## src/rtl/riscv_ram_arb_pkg.sv

```systemverilog
// Shared types and constants for the 1RW RAM arbiter.
// Port indices are sized for the largest supported requester count.
package riscv_ram_arb_pkg;

    localparam int MAX_NPORTS = 8;

    function automatic int ptr_width(input int n);
        return (n <= 2) ? 1 : $clog2(n);
    endfunction

    localparam int PTR_W = ptr_width(MAX_NPORTS);

    typedef logic [PTR_W-1:0] port_idx_t;

endpackage

```

## src/rtl/riscv_rr_arbiter.sv

```systemverilog
// Round-robin arbiter: the search starts one past the last granted port.
// Produces a one-hot grant, the granted index and a grant-valid flag.
module riscv_rr_arbiter
    import riscv_ram_arb_pkg::*;
#(
    parameter int NPORTS = 2
) (
    input  logic [NPORTS-1:0] req_i,
    input  port_idx_t         last_i,
    output logic [NPORTS-1:0] gnt_o,
    output port_idx_t         gnt_idx_o,
    output logic              valid_o
);

    localparam int SW = PTR_W + 1;

    logic [MAX_NPORTS-1:0] req_ext;
    logic [SW-1:0]         sum [NPORTS];
    port_idx_t             cand [NPORTS];

    assign req_ext = MAX_NPORTS'(req_i);

    // cand[k] is the k-th port visited, i.e. (last + 1 + k) mod NPORTS
    for (genvar gi = 0; gi < NPORTS; gi++) begin : g_cand
        assign sum[gi]  = {1'b0, last_i} + SW'(gi + 1);
        assign cand[gi] = (sum[gi] >= SW'(NPORTS)) ? PTR_W'(sum[gi] - SW'(NPORTS))
                                                   : PTR_W'(sum[gi]);
    end

    always_comb begin
        valid_o   = 1'b0;
        gnt_idx_o = '0;
        for (int i = 0; i < NPORTS; i++) begin
            if (!valid_o && req_ext[cand[i]]) begin
                valid_o   = 1'b1;
                gnt_idx_o = cand[i];
            end
        end
    end

    assign gnt_o = valid_o ? (NPORTS'(1) << gnt_idx_o) : '0;

endmodule

```

## src/rtl/riscv_ram_1rw_arbiter.sv

```systemverilog
// Shares one single-port RAM among NPORTS requesters with round-robin grants.
// Define RISCV_RAM_ARB_OREG_EN to register the read return (latency 2 instead of 1).
module riscv_ram_1rw_arbiter
    import riscv_ram_arb_pkg::*;
#(
    parameter int NPORTS = 2,
    parameter int ABITS  = 10,
    parameter int DBITS  = 32,
    parameter int BEBITS = (DBITS + 7) / 8
) (
    input  logic                     clk_i,
    input  logic                     rst_ni,
    input  logic [NPORTS-1:0]        req_i,
    output logic [NPORTS-1:0]        gnt_o,
    input  logic [NPORTS*ABITS-1:0]  addr_i,
    input  logic [NPORTS-1:0]        we_i,
    input  logic [NPORTS*BEBITS-1:0] be_i,
    input  logic [NPORTS*DBITS-1:0]  din_i,
    output logic [NPORTS-1:0]        rvalid_o,
    output logic [DBITS-1:0]         rdata_o,
    output logic [ABITS-1:0]         ram_addr_o,
    output logic                     ram_we_o,
    output logic [BEBITS-1:0]        ram_be_o,
    output logic [DBITS-1:0]         ram_din_o,
    input  logic [DBITS-1:0]         ram_dout_i
);

    port_idx_t          last_gnt_q, last_gnt_d;
    logic [NPORTS-1:0]  rd_pend_q, rd_pend_d;
    logic [DBITS-1:0]   rdata_q, rdata_d;

    logic [NPORTS-1:0]  arb_gnt;
    port_idx_t          arb_idx;
    logic               arb_valid;
    logic               grant_valid;

    logic [ABITS-1:0]   addr_arr [NPORTS];
    logic [BEBITS-1:0]  be_arr   [NPORTS];
    logic [DBITS-1:0]   din_arr  [NPORTS];

    for (genvar gi = 0; gi < NPORTS; gi++) begin : g_unpack
        assign addr_arr[gi] = addr_i[gi*ABITS  +: ABITS];
        assign be_arr[gi]   = be_i[gi*BEBITS   +: BEBITS];
        assign din_arr[gi]  = din_i[gi*DBITS   +: DBITS];
    end

    riscv_rr_arbiter #(
        .NPORTS (NPORTS)
    ) u_arb (
        .req_i     (req_i),
        .last_i    (last_gnt_q),
        .gnt_o     (arb_gnt),
        .gnt_idx_o (arb_idx),
        .valid_o   (arb_valid)
    );

    // No grants are issued while reset is held
    assign grant_valid = arb_valid & rst_ni;
    assign gnt_o       = arb_gnt & {NPORTS{rst_ni}};

    always_comb begin
        ram_addr_o = '0;
        ram_be_o   = '0;
        ram_din_o  = '0;
        for (int p = 0; p < NPORTS; p++) begin
            if (gnt_o[p]) begin
                ram_addr_o = addr_arr[p];
                ram_be_o   = be_arr[p];
                ram_din_o  = din_arr[p];
            end
        end
    end

    assign ram_we_o   = |(gnt_o & we_i);
    assign rd_pend_d  = gnt_o & ~we_i;
    assign last_gnt_d = grant_valid ? arb_idx : last_gnt_q;

`ifdef RISCV_RAM_ARB_OREG_EN
    logic [NPORTS-1:0] rvalid_q, rvalid_d;

    assign rvalid_d = rd_pend_q;
    assign rdata_d  = (|rd_pend_q) ? ram_dout_i : rdata_q;
    assign rvalid_o = rvalid_q & {NPORTS{rst_ni}};
    assign rdata_o  = rdata_q;

    always_ff @(posedge clk_i) begin
        if (!rst_ni) begin
            rvalid_q <= '0;
        end else begin
            rvalid_q <= rvalid_d;
        end
    end
`else
    // Bypass path: RAM output goes straight out, rdata_q only holds it between pulses
    assign rvalid_o = rd_pend_q & {NPORTS{rst_ni}};
    assign rdata_d  = (|rvalid_o) ? ram_dout_i : rdata_q;
    assign rdata_o  = (|rvalid_o) ? ram_dout_i : rdata_q;
`endif

    always_ff @(posedge clk_i) begin
        if (!rst_ni) begin
            last_gnt_q <= port_idx_t'(NPORTS - 1);
            rd_pend_q  <= '0;
            rdata_q    <= '0;
        end else begin
            last_gnt_q <= last_gnt_d;
            rd_pend_q  <= rd_pend_d;
            rdata_q    <= rdata_d;
        end
    end

endmodule

```

## config.mk

```make
export PLATFORM = sky130hd
export DESIGN_NAME = riscv_ram_1rw_arbiter
export DESIGN_NICKNAME = d
export VERILOG_FILES = /design/src/rtl/riscv_ram_arb_pkg.sv /design/src/rtl/riscv_rr_arbiter.sv /design/src/rtl/riscv_ram_1rw_arbiter.sv
export SDC_FILE = /design/constraint.sdc
export NUM_CORES = 1
export LEC_CHECK = 0
export BUFFER_PORTS_ARGS = -buffer_cell sky130_fd_sc_hd__buf_4
export CORE_MARGIN = 3
export CORE_UTILIZATION = 41
export CTS_CLUSTER_DIAMETER = 80
export DETAILED_ROUTE_END_ITERATION = 10
export GPL_ROUTABILITY_DRIVEN = 0
export GPL_TIMING_DRIVEN = 0
export PLACE_DENSITY = 0.87
export SETUP_SLACK_MARGIN = 0.02
export SLEW_MARGIN = 20
export SYNTH_ARGS = -nofsm -noshare
export SYNTH_HDL_FRONTEND = slang
export SYNTH_SLANG_ARGS = --single-unit
```

## constraint.sdc

```tcl
create_clock -name clk_i -period 3.25 [get_ports clk_i]
set_clock_uncertainty 0.2 [all_clocks]
set_input_delay 0.325 -clock clk_i [delete_from_list [all_inputs] [get_ports clk_i]]
set_output_delay 0.325 -clock clk_i [all_outputs]
set_load 0.03 [all_outputs]
```

== Word-level counts from Yosys, hierarchy flattened ==
Index checks and enable logic that the tools add are counted.

* Register bits: 37
* Latch bits: 0
* Bits in writable memories: 0
* Bits in read-only memories: 0
* Input port bits: 130
* Memories kept: 0

* Add/subtract/negate cells: 4
* Multiply operators: 0
* Div/mod/pow operators: 0
* $lt $le $gt $ge: 4
* Equality and inequality tests: 0
* Shifts and indexed selects: 1
* Mux-type cells: 18
* Bitwise gates (word level): 6
* Reductions and logical operators: 4

{| class="wikitable"
|+ Operators by type and width
! operator !! count
|-
| $mux W32 || 3
|-
| $mux W10 || 2
|-
| $mux W3 || 4
|-
| $and A2 B2 Y2 || 4
|-
| $ge A4 B2 Y1 const B || 2
|-
| $lt A3 B4 Y1 const B || 2
|-
| $mux W4 || 2
|-
| $bmux W1 S3 || 2
|-
| $sub A3 B2 Y3 const B || 2
|-
| $add A3 B1 Y4 const B || 1
|-
| $add A3 B2 Y4 const B || 1
|-
| $mux W1 || 4
|-
| $reduce_or A2 Y1 || 2
|-
| $shl A1 B3 Y2 const A || 1
|-
| $mux W2 || 1
|-
| $not A2 Y2 || 1
|-
| $and A1 B1 Y1 || 1
|-
| $logic_and A1 B1 Y1 || 1
|-
| $logic_not A1 Y1 || 1
|}

== Longest topological paths before layout ==
Gate-level depths: netlist (run 1).

* Word-level depth: 14
* Depth in mapped cells: 8
* Mapped depth without buffers: 6

== Hierarchy ==
Synthesis (run 1) repeated with hierarchy kept, for this count alone.

* Cells, all modules: 386
* Area, all modules: 3025.4 um^2

{| class="wikitable"
|+ Modules (own cells, without submodules)
! module !! times used !! cells each !! area each (um^2) !! seq. area each (um^2)
|-
| riscv_ram_1rw_arbiter || 1 || 359 || 2781.4 || 740.7
|-
| riscv_rr_arbiter || 1 || 27 || 244.0 || 0.0
|}

== Least setup slack after synthesis (run 1) ==
OpenSTA, ideal clock, no wires.

* Path kind: reg2out
* Start: register last_gnt_q[0]
* End: output port ram_addr_o[0]
* Arrival: 2.205 ns
* Data required time: 2.725 ns
* Setup slack: 0.520 ns
* Cell stages (with the launch flop): 9
* Cells stage by stage: dfxtp_1 inv_1 ha_1 o21ba_1 o31ai_2 buf_4 buf_2 nand3_1 a211oi_2

* Cells in the longest elaborated chain, start to end: 14

{| class="wikitable"
|+ Ends and longest elaborated chain
! what !! line !! RTL
|-
| start: declaration || riscv_ram_1rw_arbiter.sv:28 || <nowiki>port_idx_t last_gnt_q, last_gnt_d;</nowiki>
|-
| start signal: assignment || riscv_ram_1rw_arbiter.sv:102 || <nowiki>last_gnt_q <= port_idx_t'(NPORTS - 1);</nowiki>
|-
| start signal: assignment || riscv_ram_1rw_arbiter.sv:106 || <nowiki>last_gnt_q <= last_gnt_d;</nowiki>
|-
| $add A3 B1 Y4 || riscv_rr_arbiter.sv:25 || <nowiki>assign sum[gi] = {1'b0, last_i} + SW'(gi + 1);</nowiki>
|-
| $ge A4 B2 Y1 or $sub A3 B2 Y3 (tied branches) || riscv_rr_arbiter.sv:26 || <nowiki>assign cand[gi] = (sum[gi] >= SW'(NPORTS)) ? PTR_W'(sum[gi] - SW'(NPORTS))</nowiki>
|-
| $mux W3 || riscv_rr_arbiter.sv:26 ||
|-
| $bmux W1 S3 || riscv_rr_arbiter.sv:34 || <nowiki>if (!valid_o && req_ext[cand[i]]) begin</nowiki>
|-
| $mux W1 (implied by the code) || riscv_rr_arbiter.sv:34 ||
|-
| $mux W1 || riscv_rr_arbiter.sv:34 ||
|-
| $logic_not A1 Y1 || riscv_rr_arbiter.sv:34 ||
|-
| $logic_and A1 B1 Y1 || riscv_rr_arbiter.sv:34 ||
|-
| $mux W3 || riscv_rr_arbiter.sv:34 ||
|-
| $shl A1 B3 Y2 || riscv_rr_arbiter.sv:41 || <nowiki>assign gnt_o = valid_o ? (NPORTS'(1) << gnt_idx_o) : '0;</nowiki>
|-
| $mux W2 * || riscv_rr_arbiter.sv:41 ||
|-
| $and A2 B2 Y2 * || riscv_ram_1rw_arbiter.sv:59 || <nowiki>assign gnt_o = arb_gnt & {NPORTS{rst_ni}};</nowiki>
|-
| $mux W10 || riscv_ram_1rw_arbiter.sv:66 || <nowiki>if (gnt_o[p]) begin</nowiki>
|-
| $mux W10 * || riscv_ram_1rw_arbiter.sv:66 ||
|-
| end: declaration || riscv_ram_1rw_arbiter.sv:21 || <nowiki>output logic [ABITS-1:0] ram_addr_o,</nowiki>
|}

Mark *: on every way between the ends. The rest lies on a longest branch, timed or not. The select of a mux whose other input is x is not followed.

== Worst setup path after layout (run 1) ==
* Start: register last_gnt_q[0]
* End: output port ram_din_o[28]

* Cells in the longest elaborated chain, start to end: 14

{| class="wikitable"
|+ Ends and longest elaborated chain
! what !! line !! RTL
|-
| $add A3 B1 Y4 || riscv_rr_arbiter.sv:25 ||
|-
| $ge A4 B2 Y1 or $sub A3 B2 Y3 (tied branches) || riscv_rr_arbiter.sv:26 ||
|-
| $mux W3 || riscv_rr_arbiter.sv:26 ||
|-
| $bmux W1 S3 || riscv_rr_arbiter.sv:34 ||
|-
| $mux W1 (implied by the code) || riscv_rr_arbiter.sv:34 ||
|-
| $mux W1 || riscv_rr_arbiter.sv:34 ||
|-
| $logic_not A1 Y1 || riscv_rr_arbiter.sv:34 ||
|-
| $logic_and A1 B1 Y1 || riscv_rr_arbiter.sv:34 ||
|-
| $mux W3 || riscv_rr_arbiter.sv:34 ||
|-
| $shl A1 B3 Y2 || riscv_rr_arbiter.sv:41 ||
|-
| $mux W2 * || riscv_rr_arbiter.sv:41 ||
|-
| $and A2 B2 Y2 * || riscv_ram_1rw_arbiter.sv:59 ||
|-
| $mux W32 || riscv_ram_1rw_arbiter.sv:66 ||
|-
| $mux W32 * || riscv_ram_1rw_arbiter.sv:66 ||
|-
| end: declaration || riscv_ram_1rw_arbiter.sv:24 || <nowiki>output logic [DBITS-1:0] ram_din_o,</nowiki>
|}

Marks and branches as above.

==> flow_summary.toml, run 1 <==
[status]
run_status = "completed"

[clock_network]
cts_buffers = 5
count_of_h_tree_levels_built_during_cts = 2
cts.path.max_buffers = 2
insertion_delay_ns = 0.28
cts_tree = "done"
reg_clk_slew_reported_paths_ns = 0.07
postCtsHoldBufs = 0
numClockSinks = 37
clock-root-buffer = "sky130_fd_sc_hd__clkbuf_8"

[routing]
route.final.wire_length_um = 10830
count_of_routing_violations_after_the_opening_detailed_route_iteration = 97
vias_per_cell = 5.370
route.detailed.drc = 0
drt_pass1_iterations = 4
routed-via-count = 3410
postRouteAntennaNets = 0
route.detailed.wl_per_inst_um = 17.05

[floorplanning]
die_height_um = 89.87
core-area_sq_um = 6568
rows = 29
floorplan.die.width_um = 89.87
num_io_pins = 213
dieArea_sq_um = 8077
initial_core_util_pct = 43.91

[synthesis]
synth.cell_area_sq_um = 2884
synth.avg_cell_area_sq_um = 9.069
seq_area_frac_synth_pct = 25.68
synthesis.instances = 318
postSynthRegisterBits = 37
synth.top_cell.area_share_pct = 25.68
yosys_warnings = 0
yosysUniqueCellTypes = 33
ys_top_cells_by_count = "sky130_fd_sc_hd__a211oi_2, sky130_fd_sc_hd__nand3_1, sky130_fd_sc_hd__o21ai_1, sky130_fd_sc_hd__dfxtp_1, sky130_fd_sc_hd__and2_1"
synth_top_cells_by_area = "sky130_fd_sc_hd__dfxtp_1, sky130_fd_sc_hd__a211oi_2, sky130_fd_sc_hd__nand3_1"
number_of_synthesized_flops_with_an_enable_pin = 0
synth_largest_area_cell = "sky130_fd_sc_hd__dfxtp_1"
postSynth.topFlopCell = "sky130_fd_sc_hd__dfxtp_1"
asyncSetResetFlopFracSynth_pct = 0
synthesis.nets = 454

[timing]
maxSlewViolCount = 0
slew-limit-headroom_pct = 52.47
max_freq_mhz = 325.2
final_period_minus_worst_setup_slack_ns = 3.075
setup-violations-final = 0
finalHoldViolations = 0
min_period_over_period_pct = 94.62
finalHoldWorstSlack_ns = 0.009608
worst-slew-pin-transition_ns = 0.7129
grt_setup_unrepaired = "true"
setup-tns-final_ns = 0

[pwr]
static-leakage-power_nw = 2.255
power.density_cell_area_nw_per_um2 = 386.1
ir_worst_vdd_mv = 0.2025

[worst_setup_path]
crit_startpoint = "last_gnt_q[0]$_SDFFE_PN1P_"
worst_ep_arrival_time_ns = 2.55
timing.critical_path.required_ns = 2.72
worstPathMaxFanout = 10
timing.critical_path.from_type = "flop"
capturing_element_type_of_the_critical_path = "output port"
worst_r2r_startpoint = "last_gnt_q[0]$_SDFFE_PN1P_"
criticalPathCategory = "reg -> out"

[layout]
antenna_cells = 0
layout-area-overhead-vs-synth_pct = 65.38
fill_cell_count = 503
stdcell_count = 635
finished_core_util_pct = 72.62
nNetsFinal = 677
post_route_cells_drive_above_1_share_pct = 60.33
stdcell_area_sq_um = 4770

[hold_path]
min_from = "we_i[1]"
holdCritPathClass = "in -> reg"

[place]
placed_instances = 623
dp_hpwl_um = 8720
port-buffer-count = 212
dpl-instance-area_sq_um = 4592

[global_route]
grt_use_total_pct = 26.00
grt_first_pass_wirelength_um = 17510
antenna_violations_before_repair = 0
grt_max_degree = 14
via_count_of_the_first_global_routing_pass = 3563
globalRoute.totalOverflow = 0

[flow_run]
max_cap_violations = 0
## routing by layer
layer	up-vias	routed length (um)	track usage (%)
met4	0	440	11.73
met5	-	0	0
met2	175	5549	47.74
li1	1614	-	-
met3	31	910	8.013
met1	1590	3925	27.08
## worst max-delay path, stage by stage (launching register included)
cell and delay (ns):
sky130_fd_sc_hd__dfxtp_2 0.43, sky130_fd_sc_hd__inv_1 0.11, sky130_fd_sc_hd__ha_1 0.33, sky130_fd_sc_hd__o21ba_1 0.17, sky130_fd_sc_hd__o31ai_2 0.28, sky130_fd_sc_hd__buf_4 0.21, sky130_fd_sc_hd__clkbuf_4 0.21, sky130_fd_sc_hd__nand3_1 0.10
sky130_fd_sc_hd__a211oi_2 0.21, sky130_fd_sc_hd__buf_4 0.20
## report_power, final
group | switching, mW | internal, mW
combinational | 0.503 | 0.381
sequential | 0.00783 | 0.473
clock | 0.168 | 0.309
total | 0.679 | 1.16
## layout by cell type, fill, tap and decap left out, types with 2 or more instances in the layout
cell type,n
sky130_fd_sc_hd__nor2_2,2
sky130_fd_sc_hd__buf_4,228
sky130_fd_sc_hd__clkbuf_8,5
sky130_fd_sc_hd__mux2_2,18
sky130_fd_sc_hd__buf_2,12
sky130_fd_sc_hd__and2_1,34
sky130_fd_sc_hd__nand2_1,2
sky130_fd_sc_hd__dfxtp_1,36
sky130_fd_sc_hd__inv_1,4
sky130_fd_sc_hd__mux2_1,15
sky130_fd_sc_hd__nand3_1,47
sky130_fd_sc_hd__and3_1,2
sky130_fd_sc_hd__o21ai_1,47
sky130_fd_sc_hd__xnor2_1,2
sky130_fd_sc_hd__ha_1,6
sky130_fd_sc_hd__nor3_2,2
sky130_fd_sc_hd__clkbuf_4,4
sky130_fd_sc_hd__clkbuf_1,9
sky130_fd_sc_hd__a211oi_2,47
sky130_fd_sc_hd__bufinv_16,2
## final cells by class
class / count / area, sq um / area share, %
multi-input combinational: 238 / 1914 / 40.14
sequential: 37 / 742.0 / 15.56
inverter: 5 / 18.77 / 0.3935
timing repair buffer: 216 / 1622 / 34.00
clock buffer: 5 / 68.82 / 1.443
buffer: 38 / 219.0 / 4.591
clock inverter: 3 / 68.82 / 1.443
tap: 93 / 116.4 / 2.440
## sequential cells by signal, indices dropped and copies added (netlist names)
signal and flops:
last_gnt_q 3, rd_pend_q 2, rdata_q 32
## worst paths after layout
check / to / slack (ns) / depth (start not counted)
min reg2reg: last_gnt_q[1]$_SDFFE_PN0P_ / 0.35 / 1
min: rd_pend_q[1]$_SDFF_PN0_ / 0.01 / 2
max: ram_din_o[28] / 0.18 / 9
max reg2reg: rd_pend_q[0]$_SDFF_PN0_ / 0.88 / 8
## cells by family (layout without fill, tap and decap cells)
group	Yosys count	in the layout	share of synthesized area, %
AOI/OAI and AO/OA	100	100	30.41
xor gates and xnor gates	3	3	0.9112
adders and majority gates	6	6	2.603
buffers and inverters	43	267	7.939
DFF	37	37	25.68
muxes	34	34	13.23
and+or+nand+nor	95	95	19.22
## timing repair
action / in CTS / in global routing
resized for setup: 1 / 5
buffers inserted: 0 / 4
setup endpoints to repair: 13 / 15
## stage by stage
stage | setup slack, ns | power, mW
global placement | 0.3918 | 1.344
global route | 0.01547 | 1.927
CTS | 0.1233 | 1.843
finish | 0.1750 | 1.841
floorplan | 0.5202 | 1.025
detailed placement | 0.3185 | 1.362
Power figures use the tool's default switching activity.
==> run 2, diff against run 1 <==
Settings changed: CORE_UTILIZATION 41 to 42, PLACE_DENSITY 0.87 to 0.88, SYNTH_HIERARCHICAL from default to 1.
==> run 2 against run 1 <==
  * The run now ends with hold timing left
  * Fmax decreased by 2.1%
  * Global-route usage up 0.74 points
  * Final cell count is 13% higher
  * Setup slack worse by 0.065 ns
  * Count of clock-buffer cells in the layout unchanged
  * Total power increased to 2.8 times the previous value
  * Via count rose by 12%
  * Critical path depth is 2 higher
  * Critical path type unchanged
  * Critical endpoint is now ram_din_o[26]
  * Largest cell class unchanged
==> flow_summary.toml, run 2 <==
[status]
run_status = "complete, but fails checks"
failing_checks = "hold timing"

[timing]
min_period_over_period_pct = 96.61
maxSlewViolCount = 0
finalHoldWorstSlack_ns = -0.001632
worst-slew-pin-transition_ns = 0.6647
finalHoldViolations = 1
slew-limit-headroom_pct = 55.69
worst_slack_ns = 0.1102
max_freq_mhz = 318.5
setup-violations-final = 0
setup-tns-final_ns = 0
final_period_minus_worst_setup_slack_ns = 3.140

[global_route]
grt_use_total_pct = 26.74
grt_max_degree = 14
antenna_violations_before_repair = 0
grt_first_pass_wirelength_um = 18250
via_count_of_the_first_global_routing_pass = 3708
globalRoute.totalOverflow = 0

[layout]
post_route_cells_drive_above_1_share_pct = 46.20
antenna_cells = 0
layout-area-overhead-vs-synth_pct = 70.80
layout.cells.most_common = "sky130_fd_sc_hd__buf_4"
stdcell_area_sq_um = 5167
fill_cell_count = 545
biggest_regs = "rdata_q: 32 flops, last_gnt_q: 3 flops, rd_pend_q: 2 flops"
top_register = "rdata_q"
largest_register_ff_count = 32
final_cell_mix = "sky130_fd_sc_hd__buf_4, sky130_fd_sc_hd__a21oi_1, sky130_fd_sc_hd__nand2_1, sky130_fd_sc_hd__nand3b_1, sky130_fd_sc_hd__dfxtp_1"
nNetsFinal = 754

[synthesis]
ys_top_cells_by_count = "sky130_fd_sc_hd__a21oi_1, sky130_fd_sc_hd__nand2_1, sky130_fd_sc_hd__nand3b_1, sky130_fd_sc_hd__dfxtp_1, sky130_fd_sc_hd__o21ai_0"
synth.avg_cell_area_sq_um = 7.838
postSynth.topFlopCell = "sky130_fd_sc_hd__dfxtp_1"
yosysUniqueCellTypes = 29
synth_largest_area_cell = "sky130_fd_sc_hd__dfxtp_1"
yosys_warnings = 6
synth.top_cell.area_share_pct = 24.48
synth.cell_area_sq_um = 3025
seq_area_frac_synth_pct = 24.48
asyncSetResetFlopFracSynth_pct = 0
synthesis.instances = 386
number_of_synthesized_flops_with_an_enable_pin = 0
synth_top_cells_by_area = "sky130_fd_sc_hd__dfxtp_1, sky130_fd_sc_hd__a21oi_1, sky130_fd_sc_hd__nand3b_1"
yosys.cell_count.top_type = "sky130_fd_sc_hd__a21oi_1"
postSynthRegisterBits = 37

[worst_setup_path]
critPathMostFrequentCell = "sky130_fd_sc_hd__buf_4"
critical_path.reg2reg.endpoint = "rd_pend_q[0]$_SDFF_PN0_"
timing.critical_path.from_type = "flop"
crit_startpoint = "last_gnt_q[1]$_SDFFE_PN0P_"
worst_reg_to_reg_setup_slack_ns = 0.88
timing.critical_path.depth = 11
worst_r2r_startpoint = "last_gnt_q[1]$_SDFFE_PN0P_"
timing.critical_path.cells = "inv_1 > ha_1 > nor3b_2 > xnor2_2 > nand3_2 > mux2i_4 > buf_6 > buf_4 > nand3b_1 > a21oi_1 > buf_4"
timing.critical_path.required_ns = 2.72
worst_ep_arrival_time_ns = 2.61
crit_path_end = "ram_din_o[26]"
capturing_element_type_of_the_critical_path = "output port"
crit_path_top_delay_cell = "sky130_fd_sc_hd__dfxtp_4"
critical_path.top_delay_family = "buffers and inverters"
reg2regPathDepth = 10
slowest_delay_ns = 0.39
criticalPathCategory = "reg -> out"
worstPathMaxFanout = 10
crit_buf_inv = 4

[pwr]
total_switching_power_mw = 2.470
p_total_mw = 5.097
static-leakage-power_nw = 2.347
clock_network_fraction_of_design_power_pct = 9.8
power_report.internal_total_mw = 2.627
power.density_cell_area_nw_per_um2 = 986.3
comb_power_share_pct = 77.8
ir_worst_vdd_mv = 0.7119
sequentialPowerShare_pct = 12.4
switching_share_pct = 48.46

[routing]
vias_per_cell = 5.364
route.detailed.wl_per_inst_um = 17.04
count_of_routing_violations_after_the_opening_detailed_route_iteration = 186
route.final.wire_length_um = 12180
route.detailed.drc = 0
drt_pass1_iterations = 5
postRouteAntennaNets = 0
routed-via-count = 3835

[place]
port-buffer-count = 212
post-place-ws_ns = -0.1640
dp_hpwl_um = 9153
dpl-instance-area_sq_um = 4741

[clock_network]
count_of_h_tree_levels_built_during_cts = 2
reg_clk_slew_reported_paths_ns = 0.08
cts.path.max_buffers = 2
insertion_delay_ns = 0.30
numClockSinks = 37
cts_buffers = 5
clock-root-buffer = "sky130_fd_sc_hd__clkbuf_8"
cts_tree = "done"

[floorplanning]
floorplan.die.width_um = 90.87
die_height_um = 90.87
core-area_sq_um = 6907
initial_core_util_pct = 43.80
dieArea_sq_um = 8257
rows = 30
num_io_pins = 213

[flow_run]
max_cap_violations = 0

[hold_path]
holdCritPathClass = "in -> reg"
min_from = "we_i[0]"
run 2: power by group through the flow:
stage                     registers, mW  clock network [mW]  logic [mW]
after floorplan                   0.612                   0        2.33
after global placement            0.627                   0        3.35
after detailed placement          0.635                   0        3.41
after CTS                         0.627               0.501        3.67
after global routing              0.645               0.515        4.20
final                             0.634               0.499        3.96
run 2: cell families (layout without fill, tap and decap cells):
| group | count (synthesis) | after routing | share of synthesized area (%) |
|---|---|---|---|
| XOR/XNOR | 2 | 2 | 0.5791 |
| adder cells (fa/ha/maj) | 6 | 6 | 2.481 |
| buffers and inverters | 47 | 279 | 8.684 |
| AND/OR/NAND/NOR | 139 | 139 | 29.07 |
| other | 1 | 2 | 0.1240 |
| multiplexers | 40 | 40 | 14.72 |
| flip-flops | 37 | 37 | 24.48 |
| AO/OA/AOI/OAI | 114 | 114 | 19.85 |
run 2: worst min-delay path by stage:
stage / end / slack, ns / depth (start not counted)
after CTS: rd_pend_q[0]$_SDFF_PN0_ / 0.0008 / 2
after detailed placement: rd_pend_q[1]$_SDFF_PN0_ / 0.30 / 2
after floorplan: last_gnt_q[0]$_SDFFE_PN1P_ / 0.19 / 1
final: rd_pend_q[0]$_SDFF_PN0_ / -0.002 / 2
after global routing: rd_pend_q[0]$_SDFF_PN0_ / 0.007 / 2
after global placement: rd_pend_q[1]$_SDFF_PN0_ / 0.30 / 2
run 2: area by class of cell:
cell class / count / area (sq um) / area share (%)
tap: 96 / 120.1 / 2.324
multi-input combinational: 303 / 2105 / 40.73
sequential: 37 / 748.2 / 14.48
buffer: 42 / 310.3 / 6.005
clock buffer: 5 / 68.82 / 1.332
inverter: 4 / 15.01 / 0.2906
clock inverter: 3 / 68.82 / 1.332
timing repair buffer: 225 / 1732 / 33.51
run 2: routing by layer:
metal  vias up  share of wire, %  wire [um]  track usage [%]
met4         0               2.9        351            9.171
met2       190                52       6311            49.85
met3        27               8.7       1055            8.333
li1       1832                 -          -                -
met1      1786                37       4464            28.19
met5         -                 0          0                0
run 2: worst register-to-register path, cell delays in order (launching register included):
cell and delay (ns):
sky130_fd_sc_hd__dfxtp_4 0.39, sky130_fd_sc_hd__inv_1 0.09, sky130_fd_sc_hd__ha_1 0.22, sky130_fd_sc_hd__nor3b_2 0.27
sky130_fd_sc_hd__xnor2_2 0.16, sky130_fd_sc_hd__nand3_2 0.17, sky130_fd_sc_hd__mux2i_4 0.22, sky130_fd_sc_hd__buf_6 0.15
sky130_fd_sc_hd__buf_4 0.14, sky130_fd_sc_hd__and2_1 0.15, sky130_fd_sc_hd__nor2b_1 0.15
run 2: timing repair:
action,4_1_cts,5_1_grt
gates cloned,0,2
resized for setup,28,30
pin swaps,3,7
endpoints found under the hold margin,1,0
hold buffers,1,0
endpoints found under the setup margin,48,47
buffers inserted,4,6
run 2: metrics by stage:
stage	util, %	instances
after global routing	74.82	715
after CTS	72.45	707
after detailed placement	68.64	695
after floorplan	-	387
final	74.82	715
after global placement	68.64	695
